==> config.mk <==
export PLATFORM = sky130hd
export DESIGN_NAME = arbitro_memoria_dados_flat
export DESIGN_NICKNAME = d
export VERILOG_FILES = /design/src/rtl/arbitro_memoria_dados_if.sv /design/src/rtl/arbitro_memoria_dados.sv /design/src/flat_wrapper.sv
export SDC_FILE = /design/constraint.sdc
export NUM_CORES = 1
export LEC_CHECK = 0
export ABC_AREA = 1
export CAP_MARGIN = 15
export CORE_MARGIN = 4
export CORE_UTILIZATION = 39
export CTS_BUF_LIST = sky130_fd_sc_hd__clkbuf_8
export CTS_CLUSTER_DIAMETER = 150
export DETAILED_ROUTE_END_ITERATION = 16
export PLACE_DENSITY_LB_ADDON = 0.08
export SYNTH_ARGS = -nofsm -noshare
export SYNTH_HDL_FRONTEND = slang
export SYNTH_SLANG_ARGS = --single-unit
==> constraint.sdc <==
create_clock -name clk_i -period 1.75 [get_ports clk_i]
set_input_delay 0.2625 -clock clk_i [delete_from_list [all_inputs] [get_ports clk_i]]
set_output_delay 0.2625 -clock clk_i [all_outputs]
set_load 0.005 [all_outputs]
==> src/rtl/arbitro_memoria_dados_if.sv <==
// Bus bundle between the data-memory arbiter, the nRisc core, the aux port and MemoriaDados.
// The arbiter takes the slave modport; the environment (core/aux/memory side) takes master.
interface arbitro_memoria_dados_if #(
  parameter int DATA_W = 8,
  parameter int ADDR_W = 8
);
  logic              core_mem_read;
  logic              core_mem_write;
  logic [ADDR_W-1:0] core_endereco;
  logic [DATA_W-1:0] core_dado_escr;
  logic [DATA_W-1:0] core_dado_lido;
  logic              core_stall;

  logic              aux_req;
  logic              aux_we;
  logic [ADDR_W-1:0] aux_endereco;
  logic [DATA_W-1:0] aux_dado;
  logic              aux_ack;
  logic [DATA_W-1:0] aux_dado_lido;

  logic [ADDR_W-1:0] mem_endereco;
  logic [DATA_W-1:0] mem_dado_escr;
  logic              mem_read;
  logic              mem_write;
  logic [DATA_W-1:0] mem_dado_lido;

  modport slave (
    input  core_mem_read, core_mem_write, core_endereco, core_dado_escr,
    input  aux_req, aux_we, aux_endereco, aux_dado, mem_dado_lido,
    output core_dado_lido, core_stall, aux_ack, aux_dado_lido,
    output mem_endereco, mem_dado_escr, mem_read, mem_write
  );

  modport master (
    output core_mem_read, core_mem_write, core_endereco, core_dado_escr,
    output aux_req, aux_we, aux_endereco, aux_dado, mem_dado_lido,
    input  core_dado_lido, core_stall, aux_ack, aux_dado_lido,
    input  mem_endereco, mem_dado_escr, mem_read, mem_write
  );
endinterface

==> src/rtl/arbitro_memoria_dados.sv <==
// Data-memory arbiter: core has fixed priority, aux accesses fill idle memory cycles.
// Define ARB_STARVE_GUARD_EN to force an aux grant after STARVE_MAX consecutive denials.
module arbitro_memoria_dados #(
  parameter int DATA_W     = 8,
  parameter int ADDR_W     = 8,
  parameter int MEM_LAT    = 1,
  parameter int STARVE_MAX = 8
) (
  input  logic                    clk_i,
  input  logic                    rst_i,
  arbitro_memoria_dados_if.slave  bus
);

  typedef enum logic [1:0] {IDLE, AUX_ISSUE, AUX_WAIT} state_e;

  localparam logic [1:0] LAT_INIT = 2'(MEM_LAT - 1);

  state_e            state_q, state_d;
  logic [1:0]        lat_q, lat_d;
  logic              aux_ack_q, aux_ack_d;
  logic [DATA_W-1:0] aux_rdata_q, aux_rdata_d;
  logic              aux_we_q;
  logic [ADDR_W-1:0] aux_addr_q;
  logic [DATA_W-1:0] aux_data_q;
  logic              capture;

  logic              core_req, core_wr, core_rd;
  logic              force_aux;
  logic              mem_rd, mem_wr, stall;

  assign core_wr  = bus.core_mem_write;
  // Illegal R+W from the core resolves to a write.
  assign core_rd  = bus.core_mem_read & ~bus.core_mem_write;
  assign core_req = bus.core_mem_read | bus.core_mem_write;

`ifdef ARB_STARVE_GUARD_EN
  localparam int SW = $clog2(STARVE_MAX + 1);

  logic [SW-1:0] starve_q, starve_d;

  always_comb begin
    starve_d  = starve_q;
    force_aux = 1'b0;
    if (state_q == IDLE) begin
      if (!bus.aux_req) begin
        starve_d = '0;
      end else if (core_req) begin
        starve_d  = starve_q + 1'b1;
        force_aux = (starve_d == SW'(STARVE_MAX));
      end
    end else if (state_q == AUX_ISSUE) begin
      starve_d = '0;
    end
  end

  always_ff @(posedge clk_i) begin
    if (rst_i) starve_q <= '0;
    else       starve_q <= starve_d;
  end
`else
  assign force_aux = 1'b0;
`endif

  // NOTE: every variable written here gets a default first, so no path can infer a latch.
  always_comb begin
    state_d     = state_q;
    lat_d       = lat_q;
    aux_ack_d   = 1'b0;
    aux_rdata_d = aux_rdata_q;
    capture     = 1'b0;
    bus.mem_endereco  = bus.core_endereco;
    bus.mem_dado_escr = bus.core_dado_escr;
    mem_rd      = core_rd;
    mem_wr      = core_wr;
    stall       = 1'b0;

    unique case (state_q)
      IDLE: begin
        if (bus.aux_req && (!core_req || force_aux)) begin
          state_d = AUX_ISSUE;
          capture = 1'b1;
        end
      end
      AUX_ISSUE: begin
        bus.mem_endereco  = aux_addr_q;
        bus.mem_dado_escr = aux_data_q;
        mem_wr = aux_we_q;
        mem_rd = ~aux_we_q;
        stall  = core_req;
        if (aux_we_q) begin
          aux_ack_d = 1'b1;
          state_d   = IDLE;
        end else begin
          lat_d   = LAT_INIT;
          state_d = AUX_WAIT;
        end
      end
      AUX_WAIT: begin
        bus.mem_endereco  = aux_addr_q;
        bus.mem_dado_escr = aux_data_q;
        mem_wr = 1'b0;
        mem_rd = 1'b1;
        stall  = core_req;
        if (lat_q == 2'd0) begin
          aux_rdata_d = bus.mem_dado_lido;
          aux_ack_d   = 1'b1;
          state_d     = IDLE;
        end else begin
          lat_d = lat_q - 2'd1;
        end
      end
      default: state_d = IDLE;
    endcase
  end

  // NOTE: sequential state uses non-blocking assignments so all registers update together.
  always_ff @(posedge clk_i) begin
    if (rst_i) begin
      state_q     <= IDLE;
      lat_q       <= 2'd0;
      aux_ack_q   <= 1'b0;
      aux_rdata_q <= '0;
    end else begin
      state_q     <= state_d;
      lat_q       <= lat_d;
      aux_ack_q   <= aux_ack_d;
      aux_rdata_q <= aux_rdata_d;
    end
  end

  // NOTE: captured aux request is pure datapath, only read after capture, so it needs no reset.
  always_ff @(posedge clk_i) begin
    if (capture) begin
      aux_we_q   <= bus.aux_we;
      aux_addr_q <= bus.aux_endereco;
      aux_data_q <= bus.aux_dado;
    end
  end

  assign bus.mem_read       = mem_rd & ~rst_i;
  assign bus.mem_write      = mem_wr & ~rst_i;
  assign bus.core_stall     = stall  & ~rst_i;
  assign bus.core_dado_lido = bus.mem_dado_lido;
  assign bus.aux_ack        = aux_ack_q;
  assign bus.aux_dado_lido  = aux_rdata_q;

endmodule

==> src/flat_wrapper.sv <==
// flat-port wrapper written by rule: the top's interface ports become plain ports
module arbitro_memoria_dados_flat 
#(
  parameter int DATA_W     = 8,
  parameter int ADDR_W     = 8,
  parameter int MEM_LAT    = 1,
  parameter int STARVE_MAX = 8
)
  (clk_i, rst_i, bus_core_mem_read, bus_core_mem_write, bus_core_endereco, bus_core_dado_escr, bus_aux_req, bus_aux_we, bus_aux_endereco, bus_aux_dado, bus_mem_dado_lido, bus_core_dado_lido, bus_core_stall, bus_aux_ack, bus_aux_dado_lido, bus_mem_endereco, bus_mem_dado_escr, bus_mem_read, bus_mem_write);
  arbitro_memoria_dados_if #(.DATA_W(DATA_W), .ADDR_W(ADDR_W)) bus_i ();
  input  logic clk_i;
  input  logic rst_i;
  input wire logic [$bits(bus_i.core_mem_read)-1:0] bus_core_mem_read;
  input wire logic [$bits(bus_i.core_mem_write)-1:0] bus_core_mem_write;
  input wire logic [$bits(bus_i.core_endereco)-1:0] bus_core_endereco;
  input wire logic [$bits(bus_i.core_dado_escr)-1:0] bus_core_dado_escr;
  input wire logic [$bits(bus_i.aux_req)-1:0] bus_aux_req;
  input wire logic [$bits(bus_i.aux_we)-1:0] bus_aux_we;
  input wire logic [$bits(bus_i.aux_endereco)-1:0] bus_aux_endereco;
  input wire logic [$bits(bus_i.aux_dado)-1:0] bus_aux_dado;
  input wire logic [$bits(bus_i.mem_dado_lido)-1:0] bus_mem_dado_lido;
  output wire logic [$bits(bus_i.core_dado_lido)-1:0] bus_core_dado_lido;
  output wire logic [$bits(bus_i.core_stall)-1:0] bus_core_stall;
  output wire logic [$bits(bus_i.aux_ack)-1:0] bus_aux_ack;
  output wire logic [$bits(bus_i.aux_dado_lido)-1:0] bus_aux_dado_lido;
  output wire logic [$bits(bus_i.mem_endereco)-1:0] bus_mem_endereco;
  output wire logic [$bits(bus_i.mem_dado_escr)-1:0] bus_mem_dado_escr;
  output wire logic [$bits(bus_i.mem_read)-1:0] bus_mem_read;
  output wire logic [$bits(bus_i.mem_write)-1:0] bus_mem_write;
  assign bus_i.core_mem_read = bus_core_mem_read;
  assign bus_i.core_mem_write = bus_core_mem_write;
  assign bus_i.core_endereco = bus_core_endereco;
  assign bus_i.core_dado_escr = bus_core_dado_escr;
  assign bus_i.aux_req = bus_aux_req;
  assign bus_i.aux_we = bus_aux_we;
  assign bus_i.aux_endereco = bus_aux_endereco;
  assign bus_i.aux_dado = bus_aux_dado;
  assign bus_i.mem_dado_lido = bus_mem_dado_lido;
  assign bus_core_dado_lido = bus_i.core_dado_lido;
  assign bus_core_stall = bus_i.core_stall;
  assign bus_aux_ack = bus_i.aux_ack;
  assign bus_aux_dado_lido = bus_i.aux_dado_lido;
  assign bus_mem_endereco = bus_i.mem_endereco;
  assign bus_mem_dado_escr = bus_i.mem_dado_escr;
  assign bus_mem_read = bus_i.mem_read;
  assign bus_mem_write = bus_i.mem_write;
  arbitro_memoria_dados #(.DATA_W(DATA_W), .ADDR_W(ADDR_W), .MEM_LAT(MEM_LAT), .STARVE_MAX(STARVE_MAX)) u_core (.clk_i(clk_i), .rst_i(rst_i), .bus(bus_i));
endmodule
==> out/metrics.yaml <==
cts_root_buffer: "clkbuf_8"
slew-limit-headroom_pct: 89.5
wirelength_mm: 4.05
critical_path_required_ns: 1.49
syn2layout_area_growth_pct: 80.5
path_clk_slew_ns: 0.06
cts_tree: "yes"
place_hpwl_mm: 2.92
grt_pass1_vias: 1467
via_per_inst: 4.47
drc: 0
path_class: "reg -> out"
io_pins: 82
layout_commonest_cell: "clkdlybuf4s50_1"
post-place-cells: 293
grt_pass1_wl_mm: 6.43
final_util_pct: 74.6
end_kind: "primary output"
syn_inst: 162
coreArea_um2: 3420
p_leak_uw: 0.00109
groute.usage.overall_pct: 18.9
clock_latency_ns: 0.28
drv_cap: 0
rows: 21
avgSynthCellArea_um2: 8.71
drt_iter0_drc: 21
hold_viol_final: 0
p_per_area_nw_per_um2: 658
clock.fmax_ghz: 0.568
antenna_cells: 0
whs_ns: 0.463
synth_fp_nets: 213
yosysUniqueCellTypes: 22
die-width_um: 68.2
layout.cells.most_common_list: "clkdlybuf4s50_1, nand2_1, nor2_1"
arrival_ns: 1.50
ys_seq_elements: 30
yosysWarnings: 0
gr-total-overflow: 0
first_pass_iters: 4
die_area_um2: 4650
vias: 1400
start_util_pct: 41.3
peakVddDrop_mv: 0.551
maxSlewViolCount: 0
tightest_slew_ns: 0.156
setup_violations: 4
violations: "negative setup slack"
finalNonFillerCells: 313
clock_path_buffers: 2
chipHeight_um: 68.2
cts_hold_buffers: 0
wire_per_inst_um: 13.0
cp-start-kind: "register"
period_needed_ns: 1.76
clock-sinks: 30
nNetsFinal: 317
h-tree-depth: 2
grt_max_degree: 17
worst_hold_path_type: "reg -> reg"
portBuffers: 81
clock_skew_ns: 0.00586
antenna_found_initial: 0
status: "finished with violations"
post-route-period-util_pct: 101
drive_gt1_share_pct: 33.0
rsz0062_at_grt: "yes"
fin_ws_ns: -0.0104
synth_area_um2: 1410
ys_seq_area_share_pct: 54.6
power.total_uw: 1680
place_congestion: 0.765
postRouteAntennaNets: 0
numCtsBuffers: 5
crit_fanout: 4
## through the flow
| stage | area (um2) | setup TNS, ns | setup WS (ns) |
|---|---|---|---|
| after floorplan | 1410 | 0 | 0.270 |
| after detailed placement | 2320 | -2.97 | -0.172 |
| after global routing | 2550 | -0.580 | -0.0852 |
| after CTS | 2550 | -0.155 | -0.0311 |
| final | 2550 | -0.0170 | -0.0104 |
| after global placement | 2320 | -1.96 | -0.129 |
## worst paths after layout
path / from / end / slack [ns] / cells past startpoint
max: u_core.state_q[1] / bus_mem_read / -0.01 / 8
min: u_core.lat_q[1] / u_core.lat_q[1] / 0.46 / 2
max reg2reg: u_core.state_q[1] / u_core.lat_q[0] / 0.19 / 10
min reg2reg: u_core.lat_q[1] / u_core.lat_q[1] / 0.46 / 2
## cell families after synthesis
group / synth area share (%)
flops: 54.6
buf+inv: 9.57
compound gates: 6.29
simple gates: 25.1
fa+ha+maj: 4.43
## per-layer routing
layer  share of wire, %  wire length, um  up-vias  global-route usage (%)
met5                  0                0        -                       0
met3                9.6              388        4                    5.75
met4               0.74               30        0                    6.45
met2                 53             2130       51                    34.9
met1                 37             1510      630                    20.1
li1                   -                -      715                       -
## flip-flops by register name (all words and copies together) (netlist names)
register and count:
u_core.bus.aux_ack 1, u_core.aux_we_q 1, u_core.lat_q 2, u_core.aux_addr_q 8, u_core.aux_data_q 8, u_core.state_q 2
u_core.bus.aux_dado_lido 8
## worst max-delay path, stage by stage (launching register included)
cell	delay, ns
dfxtp_2	0.34
inv_2	0.05
ha_4	0.32
inv_6	0.05
buf_6	0.12
nand2_4	0.04
o21ai_1	0.06
nor3_1	0.11
buf_2	0.14
## power breakdown
part | leakage (uW) | total (uW) | switching (uW) | internal (uW)
combinational | 0.000772 | 354 | 131 | 223
clock | 0.0000524 | 553 | 242 | 311
sequential | 0.000262 | 771 | 6.68 | 764
## cell usage after synthesis
cell type	number	area share, %
nor3_1	2	0.71
nor2_1	20	5.3
inv_6	1	0.62
o21ai_1	2	0.71
nand3_1	1	0.35
buf_2	2	0.71
o21ai_0	8	2.8
ha_1	5	4.4
inv_1	9	2.4
buf_6	1	0.80
nand2_1	60	16
buf_4	9	4.8
o22ai_1	1	0.44
or2_4	1	0.62
nor2_2	2	0.89
dfxtp_1	13	18
edfxtp_1	17	36
a21oi_1	3	1.1
nand2_2	1	0.44
nor2_4	1	0.80
inv_2	1	0.27
a21oi_2	2	1.2
## repair_timing
action	CTS	global route
setup endpoints to repair	19	17
pin swaps	9	5
buffers inserted	13	1
gates resized for setup	106	12
gates cloned	1	0
## layout make-up
type / count / area (um2)
repair buffers: 109 / 1000
fillers: 256 / 868
flip-flops and latches: 30 / 773
multi-input cells: 109 / 576
clock buffers: 6 / 82.6
well taps: 46 / 57.6
inverters: 11 / 46.3
clock inverters: 2 / 8.76
Note: power is estimated with default switching activity, not from simulation.
